===== src/rtl/display_source_arbiter.sv =====
// display_source_arbiter
// Round-robin owner selection for the shared 4-digit seven-segment display.
// The owner keeps the display for at least HOLD_TICKS cycles while others wait,
// source 0 can optionally preempt, and dispVal tracks the owner's value live.
module display_source_arbiter #(
  parameter int HOLD_TICKS = 5000000,
  parameter int CNT_W      = 23,
  parameter bit PRIO0      = 1'b1
) (
  input  logic        clock5,
  input  logic        reset,
  input  logic [3:0]  req,
  input  logic [15:0] val0,
  input  logic [15:0] val1,
  input  logic [15:0] val2,
  input  logic [15:0] val3,
  output logic [15:0] dispVal,
  output logic [3:0]  grant,
  output logic [1:0]  owner,
  output logic        busy,
  output logic        switch_p
);

  typedef enum logic {IDLE, HOLD} state_t;

  // Dwell count saturates here; reaching it makes the owner eligible for rotation.
  localparam logic [CNT_W-1:0] CNT_MAX = CNT_W'(HOLD_TICKS - 1);

  state_t            state_reg, state_next;
  logic [3:0]        grant_reg, grant_next;
  logic [1:0]        owner_reg, owner_next;
  logic [15:0]       disp_reg, disp_next;
  logic [CNT_W-1:0]  cnt_reg, cnt_next;
  logic [1:0]        rr_reg, rr_next;
  logic              switch_reg, switch_next;

  logic [15:0]       val_arr [4];
  logic [3:0]        owner_oh;
  logic [3:0]        others;
  logic              take;
  logic [1:0]        win;

  assign val_arr[0] = val0;
  assign val_arr[1] = val1;
  assign val_arr[2] = val2;
  assign val_arr[3] = val3;

  // One-hot form of the current owner, used to mask it out of the contenders.
  genvar gi;
  generate
    for (gi = 0; gi < 4; gi++) begin : g_owner_oh
      assign owner_oh[gi] = (owner_reg == 2'(gi));
    end
  endgenerate

  assign others = req & ~owner_oh;

  // First set bit of r, searching upward from start and wrapping modulo 4.
  function automatic logic [1:0] pick(input logic [3:0] r, input logic [1:0] start);
    logic [1:0] idx;
    logic [1:0] res;
    logic       found;
    res   = start;
    found = 1'b0;
    for (int k = 0; k < 4; k++) begin
      idx = start + 2'(k);
      if (!found && r[idx]) begin
        res   = idx;
        found = 1'b1;
      end
    end
    return res;
  endfunction

  // Next-state logic: decide whether a new owner is taken, released, or kept.
  always_comb begin
    state_next  = state_reg;
    grant_next  = grant_reg;
    owner_next  = owner_reg;
    disp_next   = disp_reg;
    cnt_next    = cnt_reg;
    rr_next     = rr_reg;
    switch_next = 1'b0;
    take        = 1'b0;
    win         = 2'd0;

    case (state_reg)
      IDLE: begin
        if (|req) begin
          take = 1'b1;
          win  = (PRIO0 && req[0]) ? 2'd0 : pick(req, rr_reg);
        end
      end
      HOLD: begin
        if (PRIO0 && req[0] && (owner_reg != 2'd0)) begin
          // Urgent source takes over at once; the rotation pointer is left alone.
          take = 1'b1;
          win  = 2'd0;
        end else if (!req[owner_reg]) begin
          // Owner let go: move the pointer past it, hand over or fall idle.
          rr_next = owner_reg + 2'd1;
          if (|req) begin
            take = 1'b1;
            win  = pick(req, owner_reg + 2'd1);
          end else begin
            grant_next = 4'b0000;
            state_next = IDLE;
          end
        end else if ((cnt_reg == CNT_MAX) && (|others) && !(PRIO0 && (owner_reg == 2'd0))) begin
          // Dwell expired under contention; urgent source 0 only yields on release.
          take = 1'b1;
          win  = pick(others, owner_reg + 2'd1);
        end else begin
          disp_next = val_arr[owner_reg];
          if (cnt_reg != CNT_MAX) begin
            cnt_next = cnt_reg + 1'b1;
          end
        end
      end
      default: begin
        state_next = IDLE;
        grant_next = 4'b0000;
      end
    endcase

    if (take) begin
      grant_next  = 4'b0001 << win;
      owner_next  = win;
      disp_next   = val_arr[win];
      cnt_next    = '0;
      switch_next = 1'b1;
      state_next  = HOLD;
    end
  end

  // State and output registers with synchronous reset.
  always_ff @(posedge clock5) begin
    if (reset) begin
      state_reg  <= IDLE;
      grant_reg  <= 4'b0000;
      owner_reg  <= 2'd0;
      disp_reg   <= 16'h0000;
      cnt_reg    <= '0;
      rr_reg     <= 2'd0;
      switch_reg <= 1'b0;
    end else begin
      state_reg  <= state_next;
      grant_reg  <= grant_next;
      owner_reg  <= owner_next;
      disp_reg   <= disp_next;
      cnt_reg    <= cnt_next;
      rr_reg     <= rr_next;
      switch_reg <= switch_next;
    end
  end

  assign dispVal  = disp_reg;
  assign grant    = grant_reg;
  assign owner    = owner_reg;
  assign busy     = |grant_reg;
  assign switch_p = switch_reg;

endmodule


===== config.mk =====
export PLATFORM = sky130hd
export DESIGN_NAME = display_source_arbiter
export DESIGN_NICKNAME = d
export VERILOG_FILES = /design/src/rtl/display_source_arbiter.sv
export SDC_FILE = /design/constraint.sdc
export NUM_CORES = 1
export LEC_CHECK = 0
export CAP_MARGIN = 20
export CORE_AREA = 2 2 92 94
export DETAILED_ROUTE_END_ITERATION = 8
export DIE_AREA = 0 0 94 96
export HOLD_SLACK_MARGIN = 0.12
export PLACE_DENSITY = 0.78
export SYNTH_ARGS = -nofsm -noshare
export SYNTH_HDL_FRONTEND = slang
export SYNTH_SLANG_ARGS = --single-unit

===== constraint.sdc =====
create_clock -name clock5 -period 2.88 [get_ports clock5]
set_input_delay 0.72 -clock clock5 [delete_from_list [all_inputs] [get_ports clock5]]
set_output_delay 0.72 -clock clock5 [all_outputs]
set_load 0.02 [all_outputs]

==> impl_metrics.ini <==
[detailed_routing]
first_pass_iters = 7
drt_first_iter_violations = 143
avgViaCountPerCell = 5.850
wl_met1_mm = 3.992
drc_errors = 0
met3_length_um = 638
top_layer = met4
wl_mm = 9.525
antenna_left = 0
vias = 3440
wire_per_inst_um = 16.20
dr_wl_met2_mm = 4.672

[placement]
dp_cells = 578
placedInstanceArea_um2 = 4639
port_buffers = 93
place.gp.congestion = 0.8367
dpl.hpwl_mm = 7.112

[critical_path]
reg2reg_depth = 8
path_class = in2reg
cp-end-kind = flip-flop
startpoint_type = input pin
critPathArrivalTime_ns = 3.05
crit_path_max_fanout = 9
required_ns = 3.08

[yosys]
synth_seq_cells = 49
yosys_most_used_dff = dfxtp_1
syn_area_um2 = 3415
synthMuxAreaShare_pct = 21.77
synth_top_family_by_area = multiplexers
syn_nets = 448
synth_common_cells = dfxtp_1, o21ai_0, mux2i_1, nor2_1, a21oi_1
synth_fa_ha_area_share_pct = 1.832
yosysMostFrequentCell = dfxtp_1
avgSynthCellArea_um2 = 9.154
synth-xor-area-share_pct = 4.617
ys_types = 56
synthSimpleGateAreaFrac_pct = 18.14
yosys_warnings = 0
yosys.area.top_type = dfxtp_1
async_flop_share_pct = 0
synth-edff-count = 0
synth_area_leaders = dfxtp_1, mux4_2, mux2i_1, o21ai_0, a21oi_1
synth_compound_area_share_pct = 19.90
syn_inst = 373
yosys.area.top_type_share_pct = 28.73
ys_seq_area_share_pct = 28.73

[floorplanning]
fp.dieH_um = 96
dieArea_um2 = 9024
ios = 94
die_x_um = 94
rows = 33
core_area_um2 = 8051
initial_utilization_pct = 42.41

[global_route]
grt_pass1_wl_mm = 15.36
antenna_found_initial = 0
grt_pass1_vias = 3389
grt-ovfl-total = 0
grt_max_degree = 24
grt_use_total_pct = 21.30

[clock_network]
cts_max_path_buffers = 2
root_buffer = clkbuf_8
cts_made_buffers = 5
clkSlewWorstSetupHoldPaths_ns = 0.09
cts_sinks = 49
clock_latency_ns = 0.30
htreeDepth = 2
cts_tree = built
postCtsHoldBufs = 0

[cells_and_area]
seqCellArea_um2 = 983.4
num-fill-cells = 679
fin_nets = 557
largest_reg_flops = 23
fin_cells = 588
drive_gt1_share_pct = 16.98
multi_input_area_um2 = 2310
num_antenna_cells = 0
stdcell_area_um2 = 4837
area_growth_pct = 41.66

[min_path]
holdPathStages = 1
hp-class = reg2reg

[sta]
final.min_clock_period_ns = 2.848
relSlewSlack_pct = 67.34
rsz0062_at_grt = false
fin_skew_ns = 0.007501
timing.fmax_mhz = 351.1
timing.setup.tns_ns = 0
final-setup-viol-count = 0
tightest_slew_ns = 0.4854
hold_violations = 0
slew_violations = 0
post-route-period-util_pct = 98.90

[job]
drv_cap = 0

[pwr]
peakVddDrop_mv = 0.2142
power_mw = 1.995
pwr_density_cell_nw_per_um2 = 412.3
p_leak_nw = 1.866

[status]
status = finished, final reports clean
==> routing by layer <==
metal / GRT usage (%) / vias up
met2: 36.43 / 138
met5: 0 / -
met4: 9.058 / 0
met1: 25.91 / 1667
li1: - / 1610
met3: 4.699 / 25
==> metrics by stage <==
stage / setup WS (ns) / hold WS (ns) / util (%)
5_1_grt: 0.001552 / 0.4933 / 60.08
6_report: 0.03156 / 0.4823 / 60.08
3_3_place_gp: -0.2019 / 0.4616 / 57.62
3_5_place_dp: -0.3570 / 0.4672 / 57.62
4_1_cts: 0.01015 / 0.4888 / 59.66
2_1_floorplan: 0.01825 / 0.4476 / -
==> final cells by class <==
type                            count  area share, %
Clock buffer                        7          1.785
Sequential cell                    49          20.33
Timing Repair Buffer              128          26.18
Tap cell                          105          2.716
Multi-Input combinational cell    290          47.75
Clock inverter                      1         0.6208
Inverter                            8         0.6208
==> critical path, stage by stage <==
cell and delay [ns]:
clkdlybuf4s50_1 0.45, mux4_2 0.50, nand3_4 0.12, inv_2 0.06, a311oi_4 0.28, buf_6 0.18, buf_6 0.16, mux2i_1 0.26
o21ai_1 0.12, a22o_1 0.19
==> final timing paths <==
kind / from / endpoint / slack, ns
max: req[0] / dispVal[13] / 0.03
min reg2reg: dispVal[6] / dispVal[6] / 0.48
min: dispVal[6] / dispVal[6] / 0.48
max reg2reg: owner[1] / dispVal[14] / 0.12
==> cell families (layout without fill, tap and decap cells) <==
group	count (synthesis)	in the layout
flops	49	49
compound gates	105	105
fa+ha+maj	5	5
mux	53	53
buf+inv	34	144
simple gates	109	109
xor+xnor	18	18
==> report_power, final <==
group	switching, mW	internal (mW)
Combinational	0.331	0.397
Sequential	0.0328	0.723
Clock	0.228	0.283
Total	0.592	1.40
==> cell usage in the layout, fill, tap and decap left out, types with 6 or more instances in the layout <==
cell	synthesis	layout
a21oi_1	30	30
a22o_1	17	17
buf_4	2	29
clkbuf_8	0	6
clkdlybuf4s50_1	0	90
dfxtp_1	49	47
inv_1	7	7
mux2i_1	36	36
mux4_2	17	17
nand2_1	20	20
nand2b_1	8	8
nand4_1	8	8
nor2_1	34	34
o21ai_0	40	39
xnor2_1	7	7
xor2_1	11	11
==> timing repair <==
item	in CTS	in global routing
pin swaps	1	1
setup buffers	1	0
gates resized for setup	2	12
gates cloned	1	0
setup endpoints to repair	7	16
No activity file was read; power rests on OpenSTA's default activity.
